==> src/rtl/vga_compositor.sv <==
// vga_compositor: priority sprite-layer compositor with frame-deferred config and aligned sync pipeline
module vga_compositor #(
  parameter int NUM_LAYERS = 4,
  parameter int COLOR_W = 16,
  parameter int PIPE_STAGES = 2,
  parameter logic [COLOR_W-1:0] KEY_COLOR = 16'hF81F,
  parameter logic SYNC_IDLE = 1'b1
) (
  input  logic                          pix_clk,
  input  logic                          rst,
  input  logic                          raw_hsync,
  input  logic                          raw_vsync,
  input  logic                          raw_de,
  input  logic                          new_frame,
  input  logic [NUM_LAYERS-1:0]         layer_pe,
  input  logic [NUM_LAYERS*COLOR_W-1:0] layer_color,
  input  logic [COLOR_W-1:0]            background_color,
  input  logic                          cfg_valid,
  input  logic [NUM_LAYERS-1:0]         cfg_layer_en,
  input  logic                          cfg_key_en,
  output logic                          cfg_pending,
  output logic [NUM_LAYERS-1:0]         active_layer_en,
  output logic [15:0]                   frame_count,
  output logic                          vga_hsync,
  output logic                          vga_vsync,
  output logic                          vga_de,
  output logic [COLOR_W-1:0]            vga_rgb
);
  localparam int W = COLOR_W + 3;
  localparam logic [W-1:0] IDLE = {SYNC_IDLE, SYNC_IDLE, 1'b0, {COLOR_W{1'b0}}};
  logic [NUM_LAYERS-1:0] pend_en, act_en;
  logic pend_key, act_key;
  logic [COLOR_W-1:0] pix;
  logic [W-1:0] pipe [PIPE_STAGES];
  // Config pending/active registers; new config only lands on a frame boundary
  always_ff @(posedge pix_clk or posedge rst) begin
    if (rst) begin
      pend_en <= '0;
      pend_key <= 1'b0;
      act_en <= '1;
      act_key <= 1'b0;
      cfg_pending <= 1'b0;
      frame_count <= 16'd0;
    end else begin
      if (cfg_valid) {pend_en, pend_key} <= {cfg_layer_en, cfg_key_en};
      if (new_frame) frame_count <= frame_count + 16'd1;
      if (new_frame && cfg_valid) begin
        {act_en, act_key} <= {cfg_layer_en, cfg_key_en};
        cfg_pending <= 1'b0;
      end else if (new_frame && cfg_pending) begin
        {act_en, act_key} <= {pend_en, pend_key};
        cfg_pending <= 1'b0;
      end else if (cfg_valid) begin
        cfg_pending <= 1'b1;
      end
    end
  end
  assign active_layer_en = act_en;
  // Priority select: scanning high to low lets the lowest visible index win
  always_comb begin
    pix = background_color;
    for (int i = NUM_LAYERS - 1; i >= 0; i--)
      if (layer_pe[i] && act_en[i] && !(act_key && layer_color[i*COLOR_W +: COLOR_W] == KEY_COLOR))
        pix = layer_color[i*COLOR_W +: COLOR_W];
  end
  // Stage 1 captures the blanked composite with sync/DE; later stages only delay
  always_ff @(posedge pix_clk or posedge rst) begin
    if (rst) begin
      for (int s = 0; s < PIPE_STAGES; s++) pipe[s] <= IDLE;
    end else begin
      pipe[0] <= {raw_hsync, raw_vsync, raw_de, raw_de ? pix : {COLOR_W{1'b0}}};
      for (int s = 1; s < PIPE_STAGES; s++) pipe[s] <= pipe[s-1];
    end
  end
  assign {vga_hsync, vga_vsync, vga_de, vga_rgb} = pipe[PIPE_STAGES-1];
endmodule

==> config.mk <==
export PLATFORM = sky130hd
export DESIGN_NAME = vga_compositor
export DESIGN_NICKNAME = d
export VERILOG_FILES = /design/src/rtl/vga_compositor.sv
export SDC_FILE = /design/constraint.sdc
export NUM_CORES = 1
export LEC_CHECK = 0
export CAP_MARGIN = 25
export CORE_MARGIN = 4
export CORE_UTILIZATION = 31
export CTS_CLUSTER_SIZE = 40
export DETAILED_ROUTE_END_ITERATION = 8
export GPL_TIMING_DRIVEN = 0
export PLACE_DENSITY = 0.74
export SLEW_MARGIN = 20
export SYNTH_ARGS = -nofsm -noshare
export SYNTH_HDL_FRONTEND = slang
export SYNTH_SLANG_ARGS = --single-unit
==> constraint.sdc <==
create_clock -name pix_clk -period 2.85 [get_ports pix_clk]
set_clock_uncertainty 0.1 [all_clocks]
set_input_delay 0.57 -clock pix_clk [delete_from_list [all_inputs] [get_ports pix_clk]]
set_output_delay 0.57 -clock pix_clk [all_outputs]
set_load 0.03 [all_outputs]
==> impl_metrics.toml, run 1 <==
[drt]
ant_nets = 0
vias_per_cell = 5.00
drt_pass1_iterations = 4
drt-initial-drc-count = 124
num_vias = 2891
wl_per_cell_um = 17.0
wirelength_mm = 9.82
drcViolationCount = 0

[worst_hold_path]
hold_depth = 0
hp-class = "flop to flop"

[synth]
syn_area_um2 = 3130
syn_nets = 392
synth_edf_count = 0
synthDistinctLibCells = 42
yosysWarnings = 0
ys_seq_area_share_pct = 52.3
synth_ff_type = "dfrtp_1"
avgSynthCellArea_um2 = 10.6
synthCells = 295
ys_ff_latch = 65
async_flop_share_pct = 100

[cts]
cts_resized = 1
clk_pin_slew_worst_paths_ps = 70
cts_buffer_depth = 2
htree_levels = 3
postCtsHoldBufs = 0
cts_setup_buffers = 0
clk-insertion-delay-late_ps = 340
cts_buffers = 9
ctsRootBufferMaster = "clkbuf_8"
cts_sinks = 65
cts_tree = "built"

[layout]
area_growth_syn_to_layout_pct = 56.7
drive_gt1_share_pct = 14.4
diodes = 0
finalNetCount = 537

[grt]
grt_pass1_wl_mm = 15.2
grt-ovfl-total = 0
grt_pass1_vias = 2957
grt_max_degree = 37
antenna_found_initial = 0
grt_usage_pct = 16.9

[floorplanning]
floorplan.rows = 36
start_util_pct = 31.9
die_area_um2 = 11800
coreArea_um2 = 9820
die_h_um = 108
fp.dieW_um = 108
ios = 136

[worst_setup_path]
critPathTopFamily = "simple AND/OR/NAND/NOR gates"
path_cells = "clkdlybuf4s50_1, or4bb_1, nor4_4, and2_2, or2_2, buf_6, a21oi_1, o32ai_1"
cp_max_fo = 9
slowest_stage = "or4bb_1"
endpoint_kind = "flop"
path_depth = 8
crit_type = "primary input to flop"
r2r_cells = 7
critPathBufInv = 2
required_ps = 2980
start_kind = "primary input"
worstPathArrival_ps = 2900
critPathMaxStageDelay_ps = 530

[timing]
slew_viol_final = 0
relSlewSlack_pct = 69.2
rsz0062_at_grt = "no"
max_freq_mhz = 360
fin_ws_ps = 75.4
hold_viol_final = 0
setup_violations = 0
worstMarginPinSlew_ps = 458
finalCritPeriodShare_pct = 97.4
period_minus_slack_ps = 2770
final.setup.tns_ps = 0

[flow_run]
drv_cap = 0

[outcome]
status = "complete, no violations"

[place]
dp_worst_setup_slack_ps = -376
numPortBuffers = 134
place_congestion = 0.880
dp_hpwl_mm = 7.97

[power]
leakagePower_nw = 2.09
ir_worst_vdd_v = 0.000262
power_density_nw_per_um2 = 612
cell usage in the layout (no fill, tap or decap), drive strengths merged, types with 2 or more instances in the layout:
cell type        n
inv              5
dfstp            8
o32ai            9
bufinv           2
o22ai            7
a21o            11
mux2i            3
nor3             3
clkinvlp         2
mux2            11
buf             19
and3            10
a211o            3
nand4b           3
or4              2
clkbuf          17
nand2           16
clkdlybuf4s50  134
nor2            20
xor2             4
o211ai           7
clkinv           3
nand4            7
a21oi           36
o21ai            8
nor4             3
dfrtp           57
nand3           13
xnor2           11
power breakdown:
group / internal (W) / leakage [nW] / total [W] / switching (W)
Sequential: 0.00107 / 0.808 / 0.00118 / 0.000106
Clock: 0.000492 / 0.106 / 0.000856 / 0.000364
Combinational: 0.000474 / 1.18 / 0.000967 / 0.000494
cells by family (layout without fill, tap and decap cells):
logic type	count (synthesis)	count (layout)	share of synthesized area (%)
flops	65	65	52.3
simple gates	84	84	15.2
fa+ha+maj	1	1	0.400
compound gates	84	84	16.9
buf+inv	32	182	6.04
xor+xnor	15	15	4.20
mux	14	14	4.92
final timing paths:
| path | endpoint | start | slack, ps |
|---|---|---|---|
| worst max register to register | pipe[30] | act_key | 320 |
| max in group asynchronous | vga_vsync | rst | 1620 |
| worst min register to register | vga_rgb[11] | pipe[30] | 250 |
| min in group asynchronous | frame_count[7] | rst | 460 |
| worst min-delay path | vga_rgb[11] | pipe[30] | 250 |
| worst max-delay path | pipe[30] | layer_color[52] | 80 |
per-stage QoR:
step | utilization [%] | power (W) | hold WS [ps] | instances | cell area (um^2)
6_report | 49.9 | 0.00300 | 250 | 578 | 4900
5_1_grt | 49.9 | 0.00316 | 254 | 578 | 4900
4_1_cts | 49.7 | 0.00303 | 251 | 579 | 4880
3_5_place_dp | 47.5 | 0.00216 | 235 | 563 | 4660
3_3_place_gp | 47.2 | 0.00214 | 232 | 562 | 4640
2_1_floorplan | - | 0.00170 | 231 | 295 | 3130
synth_stat cells (all sizes together), types with 9 or more instances:
master  number  area, um^2
a21o        11        82.6
a21oi       36         180
and3        10        62.6
buf         18         136
clkbuf       9        33.8
dfrtp       57        1430
mux2        11         124
nand2       16        60.1
nand3       13        70.1
nor2        20        75.1
o32ai        9        78.8
xnor2       11        96.3
sequential cells by signal (all words and copies together) (netlist names):
signal,cells
act_key,1
active_layer_en,4
cfg_pending,1
frame_count,16
pend_en,4
pend_key,1
pipe,19
vga_de,1
vga_hsync,1
vga_rgb,16
vga_vsync,1
metal layers:
metal | global-route usage (%) | up-vias | wire length [um]
met5 | 0 | - | 0
li1 | - | 1364 | -
met1 | 22.1 | 1380 | 4180
met2 | 27.8 | 127 | 4750
met3 | 3.88 | 20 | 674
met4 | 5.23 | 0 | 217
final cells by class:
class,instances,area (um^2)
Timing Repair Buffer,135,1360
Clock inverter,7,93.8
Tap cell,133,166
Fill cell,923,4920
Buffer,26,166
Clock buffer,9,124
Inverter,5,21.3
Multi-Input combinational cell,198,1330
Sequential cell,65,1640
No activity file was read; power rests on OpenSTA's default activity.
==> run 2: changes to the inputs <==
- SETUP_SLACK_MARGIN: unset -> 0.4
==> run 2 against run 1 <==
  * Combinational power grew 9%
  * Global-route usage is 0.79 points higher
  * Register-to-register slack improved by 220 ps
  * Largest power group unchanged
  * Sequential share of layout area shrank 1.9 points
  * Routed wire length grew 6.1%
  * Critical path type unchanged
  * Clock power about the same
  * Hold slack is essentially flat
==> impl_metrics.toml, run 2 (synthesis results as in run 1) <==
[grt]
grt_use_met1_pct = 22.4
grt_usage_pct = 17.7
grt_pass1_vias = 3089
grt-busiest-layer = "met2"
use_met2_pct = 29.9
grt-ovfl-total = 0
grt_pass1_wl_mm = 15.8
grtUsageMet3_pct = 3.94
grt_max_degree = 37
antenna_found_initial = 0

[timing]
holdWs_ps = 250
max_freq_mhz = 417
rsz0062_at_grt = "no"
worstMarginPinSlew_ps = 484
period_minus_slack_ps = 2400
hold_viol_final = 0
setup_violations = 0
relSlewSlack_pct = 67.8
finalCritPeriodShare_pct = 84.1
slew_viol_final = 0

[cts]
htree_levels = 3
clk_pin_slew_worst_paths_ps = 70
cts_tree = "built"
cts_buffers = 9
postCtsHoldBufs = 0
clk-insertion-delay-late_ps = 340
cts_buffer_depth = 2
cts_sinks = 65
ctsRootBufferMaster = "clkbuf_8"

[drt]
drt-initial-drc-count = 123
drt_pass1_iterations = 5
vias_per_cell = 5.03
wl_per_cell_um = 17.7
wirelength_mm = 10.4
drcViolationCount = 0
num_vias = 2967
ant_nets = 0

[layout]
mostFrequentLayoutCell = "clkdlybuf4s50_1"
regMostFlops = "pipe"
largest_reg_flops = 19
most-common-layout-cells = "clkdlybuf4s50_1 (123), dfrtp_1 (57), buf_4 (27), a21oi_1 (24), nor2_1 (20)"
finalNetCount = 549
stdcell_count = 590
diodes = 0
area_growth_syn_to_layout_pct = 66.0
post-route-util_pct = 52.9
fin_area_um2 = 5190
drive_gt1_share_pct = 23.0
n_fill_cell = 898

[floorplanning]
floorplan.rows = 36
die_area_um2 = 11800
die_h_um = 108
start_util_pct = 31.9
coreArea_um2 = 9820
fp.dieW_um = 108
ios = 136

[worst_setup_path]
worstPathArrival_ps = 2500
required_ps = 2950
cp_max_fo = 10
crit_type = "primary input to flop"
start_kind = "primary input"
endpoint_kind = "flop"

[power]
ir_worst_vdd_v = 0.000262
leakagePower_nw = 2.26
power_density_nw_per_um2 = 594

[place]
placed_area_um2 = 4660
dp_hpwl_mm = 7.97
place_congestion = 0.880
dp.cells = 563
numPortBuffers = 134

[flow_run]
drv_cap = 0

[outcome]
status = "complete, no violations"

[worst_hold_path]
hp-class = "flop to flop"
==> run 2: cell count changes in the layout (fill, tap and decap cells not counted), moves of 2 or more <==
cell and change:
a21oi_1 -11, a21oi_2 +9, a21oi_4 +2, buf_4 +11
clkbuf_1 -3, clkdlybuf4s50_1 -11, dlygate4sd2_1 +7, dlymetal6s2s_1 +4
nand3_4 +2, o32ai_1 -9, o32ai_2 +9, or4_1 -2
or4_4 +2
==> run 2: critical path, stage by stage <==
cell,delay [ps]
clkdlybuf4s50_1,440
or4_4,560
nor3_4,170
a21oi_2,130
buf_4,190
and3_1,180
a21oi_1,150
o32ai_2,110
==> run 2: metal layers <==
| metal | up-vias | part of all wire, % |
|---|---|---|
| met1 | 1440 | 42 |
| met5 | - | 0 |
| met2 | 128 | 50 |
| li1 | 1386 | - |
| met4 | 0 | 1.8 |
| met3 | 13 | 5.8 |
==> run 2: where the power goes <==
group	switching (W)	total, W	internal [W]
clock network	0.000365	0.000857	0.000492
registers	0.000107	0.00118	0.00107
logic	0.000534	0.00105	0.000514
==> run 2: per-stage QoR <==
step	power (W)	setup TNS, ps	worst slack (ps)
2_1_floorplan	0.00170	0	501
3_3_place_gp	0.00214	-29830	-475
3_5_place_dp	0.00216	-3870	-376
4_1_cts	0.00308	0	400
5_1_grt	0.00324	0	389
6_report	0.00308	0	453
==> run 2: worst paths after layout <==
| path | to | depth (start not counted) | slack [ps] | startpoint |
|---|---|---|---|---|
| min in group asynchronous | frame_count[7] | 2 | 460 | rst |
| max reg2reg | pipe[33] | 8 | 540 | act_key |
| max in group asynchronous | vga_vsync | 3 | 1620 | rst |
| max | pipe[31] | 8 | 450 | layer_color[23] |
| min reg2reg | vga_rgb[11] | 0 | 250 | pipe[30] |
| min | vga_rgb[11] | 0 | 250 | pipe[30] |
==> run 2: final cells by class <==
type | instances | area (um^2) | area share, %
clock inverter | 7 | 93.8 | 1.81
inverter | 5 | 21.3 | 0.410
clock buffer | 9 | 124 | 2.38
multi-input combinational | 199 | 1520 | 29.2
tap | 133 | 166 | 3.20
timing repair buffer | 145 | 1440 | 27.7
sequential | 65 | 1640 | 31.5
buffer | 27 | 195 | 3.76
==> run 2: timing repair <==
action / 4_1_cts / 5_1_grt
cloned: 2 / 1
setup endpoints to repair: 16 / 16
pin swaps: 21 / 10
setup buffers: 5 / 3
gates resized for setup: 43 / 17
endpoints found under the hold margin: 0 / 0
